**src/rtl/dm_arb.sv**
```systemverilog
// rtl/dm_arb.sv - two-requester (CPU/DMA) data-memory arbiter with a single-cycle memory access strobe
module dm_arb #(
   parameter int DEPTH_WORDS = 3073,
   parameter bit RR_EN       = 1'b1
) (
   input  logic        clk,
   input  logic        rst_n,
   input  logic        c_req,
   input  logic        c_we,
   input  logic        c_bmode,
   input  logic [15:0] c_addr,
   input  logic [31:0] c_wdata,
   output logic        c_ack,
   output logic        c_err,
   output logic [31:0] c_rdata,
   input  logic        d_req,
   input  logic        d_we,
   input  logic        d_bmode,
   input  logic [15:0] d_addr,
   input  logic [31:0] d_wdata,
   output logic        d_ack,
   output logic        d_err,
   output logic [31:0] d_rdata,
   output logic [13:0] m_addr,
   output logic [31:0] m_din,
   output logic        m_we,
   output logic        m_bmode,
   output logic [1:0]  m_bsel,
   input  logic [31:0] m_dout
);

   typedef enum logic [1:0] {IDLE = 2'd0, ACC = 2'd1, DONE = 2'd2} state_t;

   state_t      state;
   state_t      state_nx;
   logic        grant;
   logic        capture;

   logic        sel_d;
   logic        req_we;
   logic        req_bm;
   logic [15:0] req_addr;
   logic [31:0] req_wdata;
   logic        req_err;

   logic        gnt_d;
   logic        last_d;
   logic        lat_we;
   logic        lat_err;

   always_ff @(posedge clk or negedge rst_n) begin
      if (!rst_n) begin
         state <= IDLE;
      end else begin
         state <= state_nx;
      end
   end

   always_comb begin
      state_nx = state;
      case (state)
         IDLE:    if (c_req || d_req) state_nx = ACC;
         ACC:     state_nx = DONE;
         DONE:    state_nx = IDLE;
         default: state_nx = IDLE;
      endcase
   end

   always_comb begin
      grant   = 1'b0;
      capture = 1'b0;
      case (state)
         IDLE:    grant   = c_req || d_req;
         ACC:     capture = 1'b1;
         default: ;
      endcase
   end

   // On a tie the round-robin pointer favours whoever was not served last.
   always_comb begin
      if (c_req && d_req) begin
         sel_d = RR_EN ? !last_d : 1'b0;
      end else begin
         sel_d = d_req;
      end
      req_we    = sel_d ? d_we    : c_we;
      req_bm    = sel_d ? d_bmode : c_bmode;
      req_addr  = sel_d ? d_addr  : c_addr;
      req_wdata = sel_d ? d_wdata : c_wdata;
      req_err   = (int'(req_addr[15:2]) >= DEPTH_WORDS) ||
                  (!req_bm && (req_addr[1:0] != 2'b00));
   end

   // Memory-side outputs are loaded at the grant so they hold outside ACC.
   always_ff @(posedge clk or negedge rst_n) begin
      if (!rst_n) begin
         gnt_d   <= 1'b0;
         last_d  <= 1'b1;
         lat_we  <= 1'b0;
         lat_err <= 1'b0;
         m_addr  <= '0;
         m_din   <= '0;
         m_bmode <= 1'b0;
         m_bsel  <= '0;
         m_we    <= 1'b0;
      end else begin
         m_we <= 1'b0;
         if (grant) begin
            gnt_d   <= sel_d;
            last_d  <= sel_d;
            lat_we  <= req_we;
            lat_err <= req_err;
            m_addr  <= req_addr[15:2];
            m_din   <= req_wdata;
            m_bmode <= req_bm;
            m_bsel  <= req_addr[1:0];
            m_we    <= req_we && !req_err;
         end
      end
   end

   always_ff @(posedge clk or negedge rst_n) begin
      if (!rst_n) begin
         c_ack   <= 1'b0;
         c_err   <= 1'b0;
         c_rdata <= '0;
         d_ack   <= 1'b0;
         d_err   <= 1'b0;
         d_rdata <= '0;
      end else begin
         c_ack <= 1'b0;
         c_err <= 1'b0;
         d_ack <= 1'b0;
         d_err <= 1'b0;
         if (capture) begin
            if (gnt_d) begin
               d_ack <= 1'b1;
               d_err <= lat_err;
               if (!lat_we && !lat_err) d_rdata <= m_dout;
            end else begin
               c_ack <= 1'b1;
               c_err <= lat_err;
               if (!lat_we && !lat_err) c_rdata <= m_dout;
            end
         end
      end
   end

endmodule

```
**config.mk**
```make
export PLATFORM = sky130hd
export DESIGN_NAME = dm_arb
export DESIGN_NICKNAME = d
export VERILOG_FILES = /design/src/rtl/dm_arb.sv
export SDC_FILE = /design/constraint.sdc
export NUM_CORES = 1
export LEC_CHECK = 0
export CAP_MARGIN = 20
export CORE_ASPECT_RATIO = 1.1
export CORE_MARGIN = 2
export CORE_UTILIZATION = 43
export CTS_BUF_LIST = sky130_fd_sc_hd__clkbuf_4 sky130_fd_sc_hd__clkbuf_8 sky130_fd_sc_hd__clkbuf_16
export DETAILED_ROUTE_END_ITERATION = 8
export MAX_ROUTING_LAYER = met4
export PLACE_DENSITY = 0.95
export SYNTH_ARGS = -nofsm -noshare
export SYNTH_HDL_FRONTEND = slang
export SYNTH_SLANG_ARGS = --single-unit
export TNS_END_PERCENT = 20
```
**constraint.sdc**
```tcl
create_clock -name clk -period 3.2 [get_ports clk]
set_input_delay 0.48 -clock clk [delete_from_list [all_inputs] [get_ports clk]]
set_output_delay 0.48 -clock clk [all_outputs]
set_load 0.02 [all_outputs]
```
==> report_table.html <==
<table>
<tr><th>Metric</th><th>Value</th></tr>
<tr><th colspan="2">STA</th></tr>
<tr><td>Total negative slack for setup checks</td><td>0 ns</td></tr>
<tr><td>Final worst hold slack</td><td>0.0791 ns</td></tr>
<tr><td>Maximum operating frequency</td><td>0.482 GHz</td></tr>
<tr><td>Unrepaired setup endpoints after global routing</td><td>false</td></tr>
<tr><td>Worst Clk Skew</td><td>0.00931 ns</td></tr>
<tr><td>Number of setup violations in the final report</td><td>0</td></tr>
<tr><td>Period minus WS final</td><td>2.07 ns</td></tr>
<tr><td>Final period util</td><td>64.8%</td></tr>
<tr><td>Slew Viols, Final</td><td>0</td></tr>
<tr><td>Worst slew margin</td><td>55.9%</td></tr>
<tr><td>Worst Max-Slew Pin Slew</td><td>0.662 ns</td></tr>
<tr><td>Final Hold Violating Endpoints</td><td>0</td></tr>
<tr><th colspan="2">Critical path</th></tr>
<tr><td>Critical Setup Path Class</td><td>input pin to register</td></tr>
<tr><td>Largest delay share family, worst path</td><td>buffers and inverters</td></tr>
<tr><td>Critical Path Max Stage Delay</td><td>0.56 ns</td></tr>
<tr><td>Cell depth of the worst flop-to-flop path</td><td>5</td></tr>
<tr><td>Logic depth of the worst path, buffers included</td><td>6</td></tr>
<tr><td>Required time worst endpoint</td><td>3.50 ns</td></tr>
<tr><td>Critical path arrival</td><td>2.37 ns</td></tr>
<tr><td>Max FO, Critical Path</td><td>30</td></tr>
<tr><td>Crit-path slowest cell</td><td>sky130_fd_sc_hd__clkdlybuf4s50_1</td></tr>
<tr><td>Critical Path, Cell by Cell</td><td>clkdlybuf4s50_1 -&gt; a21boi_4 -&gt; buf_12 -&gt; and3_1 -&gt; a222oi_1 -&gt; and2_1</td></tr>
<tr><td>Crit path launch type</td><td>input pin</td></tr>
<tr><td>Worst Setup End Kind</td><td>register</td></tr>
<tr><td>Number of buffers and inverters on the critical path</td><td>2</td></tr>
<tr><th colspan="2">Logic synthesis</th></tr>
<tr><td>Commonest cells post-synth</td><td>sky130_fd_sc_hd__dfrtp_1, sky130_fd_sc_hd__mux2_2, sky130_fd_sc_hd__nand2_1</td></tr>
<tr><td>FFs w/ async S/R, synth</td><td>100%</td></tr>
<tr><td>Avg Inst Size Synth</td><td>12.8 sq um</td></tr>
<tr><td>Synthesized instance count</td><td>396</td></tr>
<tr><td>Top post-synthesis cells by area</td><td>sky130_fd_sc_hd__dfrtp_1, sky130_fd_sc_hd__mux2_2, sky130_fd_sc_hd__mux2i_1, sky130_fd_sc_hd__o21ai_0, sky130_fd_sc_hd__nand2_1</td></tr>
<tr><td>Top-count cell post-synth</td><td>sky130_fd_sc_hd__dfrtp_1</td></tr>
<tr><td>Cell type with the highest aggregate area in the netlist</td><td>sky130_fd_sc_hd__dfrtp_1</td></tr>
<tr><td>Syn_nets</td><td>532</td></tr>
<tr><td>Cell area after technology mapping</td><td>0.00506 sq mm</td></tr>
<tr><td>Number of enable-type register cells in the synthesized netlist</td><td>0</td></tr>
<tr><td>FF+latch count, synth</td><td>124</td></tr>
<tr><td>Cell variety after synth</td><td>25</td></tr>
<tr><td>Dominant register cell in the synthesized netlist</td><td>sky130_fd_sc_hd__dfrtp_1</td></tr>
<tr><td>Proportion of synthesized chip area in sequential cells</td><td>61.3%</td></tr>
<tr><td>Post-synth top area share</td><td>60.8%</td></tr>
<tr><td>Yosys warnings</td><td>0</td></tr>
<tr><th colspan="2">Floorplan</th></tr>
<tr><td>FP Rows</td><td>41</td></tr>
<tr><td>CORE AREA</td><td>0.0115 sq mm</td></tr>
<tr><td>DIE AREA</td><td>0.0127 sq mm</td></tr>
<tr><td>I/O Pins</td><td>254</td></tr>
<tr><td>Initial Util</td><td>44.1%</td></tr>
<tr><td>Floorplan die height</td><td>118 um</td></tr>
<tr><td>X dimension of the die</td><td>107 um</td></tr>
<tr><th colspan="2">Finish</th></tr>
<tr><td>Core occupancy in the finished layout</td><td>73.2%</td></tr>
<tr><td>Relative area change from synthesis to final layout</td><td>66.1%</td></tr>
<tr><td>Layout cell share with drive strength beyond 1</td><td>16.2%</td></tr>
<tr><td>Post-Layout Inst Area</td><td>0.00841 sq mm</td></tr>
<tr><td>Ant diodes</td><td>0</td></tr>
<tr><td>Final net count</td><td>788</td></tr>
<tr><th colspan="2">Drt</th></tr>
<tr><td>Total vias in the final route</td><td>4,115</td></tr>
<tr><td>Iteration-0 DRC Markers</td><td>205</td></tr>
<tr><td>Final routed DRC violation total</td><td>0</td></tr>
<tr><td>Average wire length per cell after detail routing</td><td>18.3 um</td></tr>
<tr><td>Total routed wirelength</td><td>14,900 um</td></tr>
<tr><td>Vias per cell</td><td>5.05</td></tr>
<tr><td>Detail Route Antenna Nets</td><td>0</td></tr>
<tr><td>First-pass iteration count of the detailed router</td><td>4</td></tr>
<tr><th colspan="2">Clock network</th></tr>
<tr><td>Buffer count from post-CTS setup fixing</td><td>0</td></tr>
<tr><td>Number of sinks handled by clock tree synthesis</td><td>124</td></tr>
<tr><td>Hold-fix buffer count after cts</td><td>0</td></tr>
<tr><td>CTS clock-pin slew for the worst setup and hold paths</td><td>0.06 ns</td></tr>
<tr><td>Worst-Skew Late Latency</td><td>0.41 ns</td></tr>
<tr><td>Largest buffer count on any clock path</td><td>2</td></tr>
<tr><td>Maximum level of the CTS H-tree</td><td>4</td></tr>
<tr><td>TritonCTS clock tree</td><td>yes</td></tr>
<tr><td>Total of cells resized after clock tree synthesis</td><td>0</td></tr>
<tr><td>Cell chosen for the clock root</td><td>sky130_fd_sc_hd__clkbuf_16</td></tr>
<tr><td>TritonCTS Buffers</td><td>17</td></tr>
<tr><th colspan="2">Placed design</th></tr>
<tr><td>Post-detailed-placement cell area</td><td>0.00779 sq mm</td></tr>
<tr><td>Number of buffers added on ports</td><td>253</td></tr>
<tr><td>Post-detail-place hpwl</td><td>11,000 um</td></tr>
<tr><td>Global placement routability congestion</td><td>0.818</td></tr>
<tr><th colspan="2">Power and ir drop</th></tr>
<tr><td>Proportion of total power due to net switching</td><td>36.1%</td></tr>
<tr><td>Power Dens Cells</td><td>1040 mW/mm^2</td></tr>
<tr><td>Portion of total power attributed to the clock network</td><td>22.8%</td></tr>
<tr><td>Internal power summed over all cells</td><td>0.00558 W</td></tr>
<tr><td>Combinational fraction of design power</td><td>45.1%</td></tr>
<tr><td>Largest voltage drop on the vdd net</td><td>0.000597 V</td></tr>
<tr><td>PnR Total Power</td><td>0.00873 W</td></tr>
<tr><td>Proportion of power drawn by flip-flops and latches</td><td>32.1%</td></tr>
<tr><td>NetSw</td><td>0.00315 W</td></tr>
<tr><td>Leakage Power</td><td>3.59 nW</td></tr>
<tr><th colspan="2">Global route</th></tr>
<tr><td>Remaining Overflow, GRT</td><td>0</td></tr>
<tr><td>Number of antenna violations at the first check in global routing</td><td>0</td></tr>
<tr><td>Maximum number of pins on one net before global-route repair</td><td>86</td></tr>
<tr><td>Wire length of the first global-routing pass</td><td>23,600 um</td></tr>
<tr><td>Total global-route track usage</td><td>25.0%</td></tr>
<tr><td>Via count of the first global-routing pass</td><td>4,497</td></tr>
<tr><th colspan="2">Min path</th></tr>
<tr><td>Type of the tightest min-delay check</td><td>input pin to asynchronous set/reset pin</td></tr>
<tr><th colspan="2">Status</th></tr>
<tr><td>Run status</td><td>finished clean</td></tr>
<tr><th colspan="2">Run</th></tr>
<tr><td>Number of max-cap violations</td><td>0</td></tr>
</table>
routing by layer:
metal  up-vias  global-route usage (%)  part of all wire (%)
met2       190                    42.8                    52
li1       1906                       -                     -
met1      1998                    27.5                    38
met3        21                    7.59                   8.2
met5         -                       -                     0
met4         0                    8.33                   1.7
power groups by stage:
stage / Combinational (W) / Clock [W] / Sequential [W]
3_3_place_gp: 0.00383 / 0 / 0.00275
6_report: 0.00394 / 0.00199 / 0.00280
3_5_place_dp: 0.00396 / 0 / 0.00280
2_1_floorplan: 0.000999 / 0 / 0.00366
5_1_grt: 0.00420 / 0.00210 / 0.00289
4_1_cts: 0.00399 / 0.00202 / 0.00280
cells by family (layout without fill, tap and decap cells):
| logic type | after synthesis | in the layout | synth area share [%] |
|---|---|---|---|
| buffers and inverters | 24 | 293 | 2.08 |
| and+or+nand+nor | 75 | 75 | 6.25 |
| DFF | 124 | 124 | 61.3 |
| AOI/OAI and AO/OA | 59 | 59 | 6.28 |
| muxes | 114 | 114 | 24.1 |
registers in the layout (all words and copies together) (netlist names):
register,count
m_bmode,1
d_rdata,32
m_bsel,2
c_rdata,32
m_addr,14
lat_we,1
gnt_d,1
m_din,32
d_ack,1
lat_err,1
c_ack,1
d_err,1
state,2
c_err,1
last_d,1
m_we,1
layout by cell type, fill, tap and decap left out:
cell / n
sky130_fd_sc_hd__o21ai_0: 49
sky130_fd_sc_hd__nand3_1: 2
sky130_fd_sc_hd__clkinv_2: 1
sky130_fd_sc_hd__mux2i_1: 50
sky130_fd_sc_hd__and2_1: 3
sky130_fd_sc_hd__a21o_1: 1
sky130_fd_sc_hd__a222oi_1: 1
sky130_fd_sc_hd__clkdlybuf4s50_1: 252
sky130_fd_sc_hd__dfrtp_1: 123
sky130_fd_sc_hd__mux2_2: 64
sky130_fd_sc_hd__clkbuf_4: 1
sky130_fd_sc_hd__and3_1: 2
sky130_fd_sc_hd__o21ba_2: 1
sky130_fd_sc_hd__o21ai_4: 1
sky130_fd_sc_hd__buf_12: 3
sky130_fd_sc_hd__nor4_1: 4
sky130_fd_sc_hd__dfstp_2: 1
sky130_fd_sc_hd__a22o_1: 1
sky130_fd_sc_hd__and2b_1: 1
sky130_fd_sc_hd__nor2_1: 9
sky130_fd_sc_hd__clkinv_4: 4
sky130_fd_sc_hd__a21oi_1: 2
sky130_fd_sc_hd__or4_1: 1
sky130_fd_sc_hd__nand2_1: 52
sky130_fd_sc_hd__a31oi_1: 1
sky130_fd_sc_hd__inv_8: 1
sky130_fd_sc_hd__buf_4: 5
sky130_fd_sc_hd__o211ai_1: 1
sky130_fd_sc_hd__a21boi_4: 1
sky130_fd_sc_hd__inv_6: 4
sky130_fd_sc_hd__inv_1: 1
sky130_fd_sc_hd__bufinv_16: 3
sky130_fd_sc_hd__nor2b_1: 1
sky130_fd_sc_hd__clkinvlp_4: 1
sky130_fd_sc_hd__clkbuf_16: 17
per-stage QoR:
step / setup WS, ns / std cells
2_1_floorplan: 1.51 / 396
3_3_place_gp: 0.804 / 783
3_5_place_dp: 0.744 / 783
4_1_cts: 1.15 / 815
5_1_grt: 1.03 / 815
6_report: 1.13 / 815
final cells by class:
class                           count  area [sq um]
Clock inverter                     14           184
Timing Repair Buffer              260          2620
Fill cell                         748          3080
Sequential cell                   124          3100
Multi-Input combinational cell    248          1880
Inverter                            1          3.75
Clock buffer                       18           433
Tap cell                          150           188
worst paths after layout:
kind                                                 to             startpoint  slack [ns]
worst max-delay path                     m_we$_DFF_PN0_                  d_req        1.13
worst min-delay path              m_din[18]$_DFFE_PN0P_                  rst_n        0.08
worst max register to register      lat_err$_DFFE_PN0P_     last_d$_DFFE_PN1P_        1.38
worst min register to register    m_addr[3]$_DFFE_PN0P_  m_addr[3]$_DFFE_PN0P_        0.49
max in group asynchronous       d_rdata[15]$_DFFE_PN0P_                  rst_n        2.29
min in group clk                  m_addr[3]$_DFFE_PN0P_  m_addr[3]$_DFFE_PN0P_        0.49
No activity file was read; power rests on OpenSTA's default activity.
